File: src/rtl/matmul_pkg.sv
// Shared widths and state encoding for the matmul datapath blocks.
package matmul_pkg;

    localparam int DATA_W = 8;
    localparam int LEN_W  = 8;
    localparam int ACC_W  = 32;
    localparam int PROD_W = 2 * DATA_W;

    typedef enum logic [1:0] {
        ST_IDLE  = 2'd0,
        ST_RUN   = 2'd1,
        ST_DRAIN = 2'd2,
        ST_OUT   = 2'd3
    } state_t;

endpackage

File: src/rtl/mul_stage.sv
// Registered unsigned multiplier with one-cycle latency; flush drops the pending product.
module mul_stage #(
    parameter int DW = matmul_pkg::DATA_W
) (
    input  logic              clk,
    input  logic              rst,
    input  logic              vld_in,
    input  logic              flush,
    input  logic [DW-1:0]     a,
    input  logic [DW-1:0]     b,
    output logic              vld_out,
    output logic [2*DW-1:0]   p
);

    always_ff @(posedge clk or negedge rst) begin
        if (!rst) begin
            vld_out <= 1'b0;
            p       <= '0;
        end else if (flush) begin
            vld_out <= 1'b0;
        end else begin
            vld_out <= vld_in;
            if (vld_in) begin
                p <= (2*DW)'(a) * (2*DW)'(b);
            end
        end
    end

endmodule

File: src/rtl/dot_seq.sv
// Dot-product sequencer: streams operand pairs through one registered multiplier
// and accumulates the products into a result handed off over valid/ready.
module dot_seq #(
    parameter int DATA_W = matmul_pkg::DATA_W,
    parameter int LEN_W  = matmul_pkg::LEN_W,
    parameter int ACC_W  = matmul_pkg::ACC_W
) (
    input  logic              clk,
    input  logic              rst,
    input  logic              start,
    input  logic [LEN_W-1:0]  cfg_len,
    input  logic              abort,
    input  logic              in_valid,
    output logic              in_ready,
    input  logic [DATA_W-1:0] in_a,
    input  logic [DATA_W-1:0] in_b,
    output logic              res_valid,
    input  logic              res_ready,
    output logic [ACC_W-1:0]  res_data,
    output logic              res_ovf,
    output logic              busy
);
    import matmul_pkg::*;

    localparam int PW = 2 * DATA_W;

    state_t             state_reg;
    logic [LEN_W-1:0]   cnt_reg;
    logic [LEN_W-1:0]   len_reg;
    logic [ACC_W-1:0]   acc_reg;
    logic               ovf_reg;
    logic               in_ready_reg;
    logic               res_valid_reg;
    logic               busy_reg;

    logic               mul_vld;
    logic [PW-1:0]      mul_p;
    logic               beat;
    logic [ACC_W:0]     acc_sum;

    assign beat    = in_valid && in_ready_reg;
    // Extra top bit captures the carry-out that marks a wrap of the accumulator.
    assign acc_sum = {1'b0, acc_reg} + (ACC_W+1)'(mul_p);

    mul_stage #(.DW(DATA_W)) u_mul (
        .clk     (clk),
        .rst     (rst),
        .vld_in  (beat),
        .flush   (abort),
        .a       (in_a),
        .b       (in_b),
        .vld_out (mul_vld),
        .p       (mul_p)
    );

    always_ff @(posedge clk or negedge rst) begin
        if (!rst) begin
            state_reg     <= ST_IDLE;
            cnt_reg       <= '0;
            len_reg       <= '0;
            acc_reg       <= '0;
            ovf_reg       <= 1'b0;
            in_ready_reg  <= 1'b0;
            res_valid_reg <= 1'b0;
            busy_reg      <= 1'b0;
        end else if (abort) begin
            // Accumulator and overflow flag keep their values; the in-flight product is dropped.
            state_reg     <= ST_IDLE;
            in_ready_reg  <= 1'b0;
            res_valid_reg <= 1'b0;
            busy_reg      <= 1'b0;
        end else begin
            if (mul_vld) begin
                acc_reg <= acc_sum[ACC_W-1:0];
                if (acc_sum[ACC_W]) begin
                    ovf_reg <= 1'b1;
                end
            end
            case (state_reg)
                ST_IDLE: begin
                    if (start) begin
                        acc_reg  <= '0;
                        ovf_reg  <= 1'b0;
                        busy_reg <= 1'b1;
                        if (cfg_len != '0) begin
                            len_reg      <= cfg_len;
                            cnt_reg      <= '0;
                            in_ready_reg <= 1'b1;
                            state_reg    <= ST_RUN;
                        end else begin
                            res_valid_reg <= 1'b1;
                            state_reg     <= ST_OUT;
                        end
                    end
                end
                ST_RUN: begin
                    if (beat) begin
                        cnt_reg <= cnt_reg + 1'b1;
                        if (cnt_reg == len_reg - 1'b1) begin
                            in_ready_reg <= 1'b0;
                            state_reg    <= ST_DRAIN;
                        end
                    end
                end
                ST_DRAIN: begin
                    res_valid_reg <= 1'b1;
                    state_reg     <= ST_OUT;
                end
                ST_OUT: begin
                    if (res_ready) begin
                        res_valid_reg <= 1'b0;
                        busy_reg      <= 1'b0;
                        state_reg     <= ST_IDLE;
                    end
                end
                default: state_reg <= ST_IDLE;
            endcase
        end
    end

    assign in_ready  = in_ready_reg;
    assign res_valid = res_valid_reg;
    assign res_data  = acc_reg;
    assign res_ovf   = ovf_reg;
    assign busy      = busy_reg;

endmodule

File: config.mk
export PLATFORM = sky130hd
export DESIGN_NAME = dot_seq
export DESIGN_NICKNAME = d
export VERILOG_FILES = /design/src/rtl/matmul_pkg.sv /design/src/rtl/mul_stage.sv /design/src/rtl/dot_seq.sv
export SDC_FILE = /design/constraint.sdc
export NUM_CORES = 1
export LEC_CHECK = 0
export CORE_AREA = 5 5 117 119
export DETAILED_ROUTE_END_ITERATION = 8
export DIE_AREA = 0 0 122 124
export PLACE_DENSITY = 0.8
export RECOVER_POWER = 100
export SYNTH_ARGS = -nofsm -noshare
export SYNTH_HDL_FRONTEND = slang
export SYNTH_SLANG_ARGS = --single-unit
File: constraint.sdc
create_clock -name clk -period 2.65 [get_ports clk]
set_clock_uncertainty 0.15 [all_clocks]
set_input_delay 0.265 -clock clk [delete_from_list [all_inputs] [get_ports clk]]
set_output_delay 0.265 -clock clk [all_outputs]
set_load 0.005 [all_outputs]
After elaboration in Yosys (flattened, before gate mapping)

Index checks and enable logic that the tools add are counted.

$add $sub $neg: 3
Multipliers: 1
Eq/ne operators: 13
Muxes and demuxes: 33
Bitwise logic cells: 1
Reduce and logical (&&, ||, !) cells: 14

Operator list:

| operator                                            | count |
|---|---|
| two-way mux 32 bit                                  | 3 |
| adder 32 x 16 -> 33 bit                             | 1 |
| two-way mux 8 bit                                   | 3 |
| multiplier 8 x 8 -> 16 bit                          | 1 |
| two-way mux 1 bit                                   | 16 |
| case mux 8 bit (2 select lines)                     | 1 |
| != test 3 bit, second input constant                | 5 |
| two-way mux 2 bit                                   | 6 |
| AND reduction 4 bit                                 | 3 |
| AND reduction 5 bit                                 | 2 |
| adder 8 x 1 -> 8 bit, second input constant         | 1 |
| equality test 8 bit                                 | 1 |
| case mux 2 bit (4 select lines)                     | 1 |
| nonzero test 8 bit                                  | 1 |
| subtractor 8 x 1 -> 8 bit, second input constant    | 1 |
| nonzero test 3 bit                                  | 2 |
| equality test 2 bit, second input constant          | 2 |
| != test 2 bit, second input constant                | 2 |
| case mux 1 bit (2 select lines)                     | 2 |
| nonzero test 4 bit                                  | 1 |
| != test 3 x 2 -> 1 bit, second input constant       | 1 |
| case mux 1 bit (3 select lines)                     | 1 |
| AND reduction 3 bit                                 | 1 |
| equality test 2 x 1 -> 1 bit, second input constant | 1 |
| other kinds (6)                                     | 6 |

Flip-flop bits (word level): 71
Bits of input ports: 30
Output and inout port bits: 36
Word-level logic and storage cells: 75

Longest topological paths before layout

Word-level depth: 6
Depth in mapped cells: 16

Hierarchy

Synthesis repeated with hierarchy kept, for this count alone.

Cell total of the unflattened synthesis: 752
Area, all modules: 6582.6 um^2

By module, submodules not included:

| module    | times used | cells an instance | area each (um^2) | seq. area each (um^2) |
|---|---|---|---|---|
| dot_seq   | 1          | 457               | 3892.5           | 1351.3 |
| mul_stage | 1          | 295               | 2690.1           | 425.4 |

Worst setup path before layout

OpenSTA, ideal clock, no wires.

Path kind: input -> register
From: input port in_b[7]
To: register u_mul.p[13]
Data arrival time: 3.854 ns
Required time: 2.405 ns
Slack: -1.450 ns
Stages on the path: 13
Buffers on the path: 0
Cell sequence: and2_1 fa_1 fa_1 fa_1 inv_1 fa_1 inv_1 ha_1 nor2_1 or2_1 a211o_1 and3_1 o31ai_1

Longest elaborated chain between the ends: 1

Ends and longest elaborated chain:

| item                       | RTL line        | text |
|---|---|---|
| from (decl)                | dot_seq.sv:16   | `input logic [DATA_W-1:0] in_b,` |
| multiplier 8 x 8 -> 16 bit | mul_stage.sv:24 | `p <= (2*DW)'(a) * (2*DW)'(b);` |
| to (signal assigned)       | mul_stage.sv:24 |  |
| to (decl)                  | mul_stage.sv:12 | `output logic [2*DW-1:0] p` |

Every way passes these cells.
A chain may end at the register's enable or synchronous reset.

Final worst setup path

From: input port in_b[2]
To: register u_mul.p[12]

The elaborated chain is that of the path after synthesis.

==> summary.txt <==
Min path
  – WHS Endpoint: u_mul.p[0]
  – HP Class: in -> reg
  – Hold depth: 4
  – Hold wc startpoint: in_b[0]

Logic synthesis
  – Synthesis-stage register bit count: 71
  – Top FF cell, synth: dfrtp_1
  – Fraction of registers with async set/reset: 100%
  – Share of the synthesized area in the top cell type: 27.6%
  – Most frequent cells after synthesis: nand2_1 (113), inv_1 (79), dfrtp_1 (71)
  – Syn nets: 866
  – Syn avg cell area: 8.68 um2
  – Area leader, netlist: dfrtp_1
  – Register area share after synthesis: 27.6%
  – Netlist cell types: 54
  – Synth top area cells: dfrtp_1 (28%), fa_1 (12%), ha_1 (11%)
  – Most frequent cell after synthesis: nand2_1
  – Synth warn: 0
  – Number of synthesized flops with an enable pin: 0
  – Post-Syn Instances: 741
  – Post-Syn Area: 0.00643 mm2

STA
  – Actual slew at the worst max-slew pin: 1.08 ns
  – Final setup margin: -1.06 ns
  – Final worst path period share: 140%
  – Relative slew margins: 28.2%
  – RSZ-0062 raised after global routing: true
  – Max-slew violations: 0
  – Maximum clock rate: 269 MHz
  – Final setup vio count: 12
  – Final Critical Period: 3.71 ns
  – Final hold violations: 0
  – Setup TNS: -8.88 ns

Placement
  – DP HPWL: 12,700 um
  – Number of port buffers: 65
  – Cell area after placement: 0.00794 mm2
  – Place WS: -1.92 ns
  – RePlAce Congestion: 0.860
  – Inst Count DP: 1,034

Detailed routing
  – Routed WL: 17,100 um
  – Met1 Wirelength: 6830 um
  – Top routing layer used: met4
  – Initial drt markers: 472
  – Met2 wire length: 8940 um
  – DRT Pass-1 Iters: 5
  – # DRC: 0
  – Vias: 6,094
  – Routed wire per std cell: 16.2 um
  – Routed Antenna Nets: 0
  – Met3 wire length: 956 um
  – Drt via density: 5.75

Setup path
  – Crit Path Class: in -> reg
  – Crit start category: primary input
  – FF-to-FF path depth: 9
  – Critical Path AT: 3.77 ns
  – CP startpoint: in_b[2]
  – FF-to-FF setup slack: 0 ns
  – Critical Path RT: 2.71 ns
  – Setup crit end kind: register
  – Max FO, Critical Path: 7
  – Critical R2R Launch: res_data[0]
  – Reg2reg end: res_data[16]

CTS
  – CTS clk-pin slew, worst paths: 0.06 ns
  – CTS tree: built
  – Clk root buf: clkbuf_16
  – CTS max path bufs: 2
  – Later-pin clock latency in the skew report: 0.34 ns
  – # H-tree levels: 3
  – # clock sinks: 71
  – Num CTS Buffers: 9

Global routing
  – Vias in the first global route: 6,073
  – Total global-route track usage: 22.3%
  – Initial antenna violation count: 0
  – First-pass GRT wire length: 27,400 um
  – Final global-route overflow total: 0
  – Largest net degree at the start of global routing: 29

Finish
  – Layout cells sized above 1: 20.9%
  – FILL cells: 914
  – Final core occ: 69.0%
  – Diodes inserted: 0
  – Max reg flops: 32
  – Post-Layout Inst Area: 0.00860 mm2
  – Nets: 1,007
  – Area Overhead vs Synth: 33.6%
  – Post-Layout Cell Count: 1,059

Power and ir drop
  – Leak Pwr: 4.12 nW
  – PwrDens: 790 mW/mm2
  – Peak supply drop: 0.537 mV

Floorplan
  – Ports: 66
  – Core Region: 0.0125 mm2
  – Initial Utilization: 51.6%
  – FP Rows: 41
  – DIE WIDTH: 122 um
  – Die area: 0.0151 mm2
  – Die H: 124 um

Outcome
  – Failing checks: setup timing
  – Status: finished with violations

Run
  – MaxCap Viol Count: 0
## cell families (layout without fill, tap and decap cells)
logic type / after synthesis / after routing / synth area share [%]
multiplexers: 17 / 17 / 2.68
AND/OR/NAND/NOR: 283 / 283 / 21.8
buffers and inverters: 95 / 240 / 5.54
adder cells (fa/ha/maj): 95 / 95 / 22.8
AO/OA/AOI/OAI: 154 / 155 / 16.1
flip-flops: 71 / 71 / 27.6
XOR/XNOR: 26 / 26 / 3.54
## worst max-delay path: stages
cell,delay (ns)
buf_12,0.11
buf_6,0.10
and2_4,0.15
ha_4,0.15
fa_1,0.43
ha_1,0.29
inv_1,0.05
fa_1,0.51
inv_1,0.06
ha_1,0.30
a21o_1,0.19
a21o_1,0.18
a211o_1,0.31
a2111oi_4,0.40
or4_1,0.20
nand3_1,0.08
## metrics by stage
stage	power, mW	hold slack (ns)
floorplan	3.78	-0.181
global placement	4.81	0.0764
detailed placement	4.98	0.0854
CTS	6.68	0.173
global route	7.26	0.246
finish	6.79	0.202
## layout by cell type (no fill, tap or decap), types with 5 or more instances in the layout
cell type        instances
o31ai_1                  6
inv_1                   70
or3_1                    5
mux2i_1                 15
xnor2_1                 16
a211oi_1                14
and2_4                  20
clkdlybuf4s50_1         10
xor2_1                   8
and3_1                   5
buf_6                   16
nand2_1                111
o211ai_1                 5
a21oi_1                 33
ha_4                    11
buf_4                   63
or4_1                    7
nand3_1                 20
dlygate4sd3_1           39
clkbuf_16                9
nor2_1                  25
o21ai_0                 28
ha_1                    46
a21o_1                   9
fa_1                    33
nor3_1                  17
nand4_1                  5
dfrtp_1                 71
and2_1                  32
a31oi_1                  5
buf_8                    5
inv_2                    9
nand2b_1                13
o21a_1                   7
## report_power, final
group	total [mW]	switching [mW]	internal [mW]	leakage, nW
clock	1.32	0.491	0.833	0.157
combinational	3.91	1.99	1.93	3.01
sequential	1.56	0.239	1.32	0.951
total	6.79	2.72	4.08	4.12
## area by class of cell
cell class                      count  area, um2  share of cell area [%]
Sequential cell                    71       1780                    20.7
Clock inverter                      7        103                    1.19
Clock buffer                        9        225                    2.62
Multi-Input combinational cell    576       4670                    54.4
Inverter                           79        297                    3.45
Tap cell                          172        215                    2.50
Timing Repair Buffer              145       1310                    15.2
## timing repair
item / CTS / global route
endpoints found under the hold margin: 18 / 0
setup endpoints to repair: 15 / 27
setup buffers: 6 / 3
pin swaps: 33 / 11
hold buffers: 1 / 0
gates resized for setup: 134 / 25
gates cloned: 0 / 2
## how the worst max path moves through the flow
stage | endpoint | slack [ns] | cells past startpoint
final | u_mul.p[12] | -1.06 | 16
after global placement | u_mul.p[13] | -1.77 | 14
after CTS | u_mul.p[14] | -1.03 | 15
after floorplan | u_mul.p[13] | -1.12 | 13
after detailed placement | u_mul.p[12] | -1.92 | 14
after global routing | u_mul.p[14] | -1.15 | 15
## routing by layer
layer | up-vias | GRT usage, %
met5 | - | 0
met4 | 0 | 7.63
met3 | 38 | 3.04
met2 | 258 | 41.0
met1 | 2957 | 26.8
li1 | 2841 | -
(Power assumes the default switching activity.)
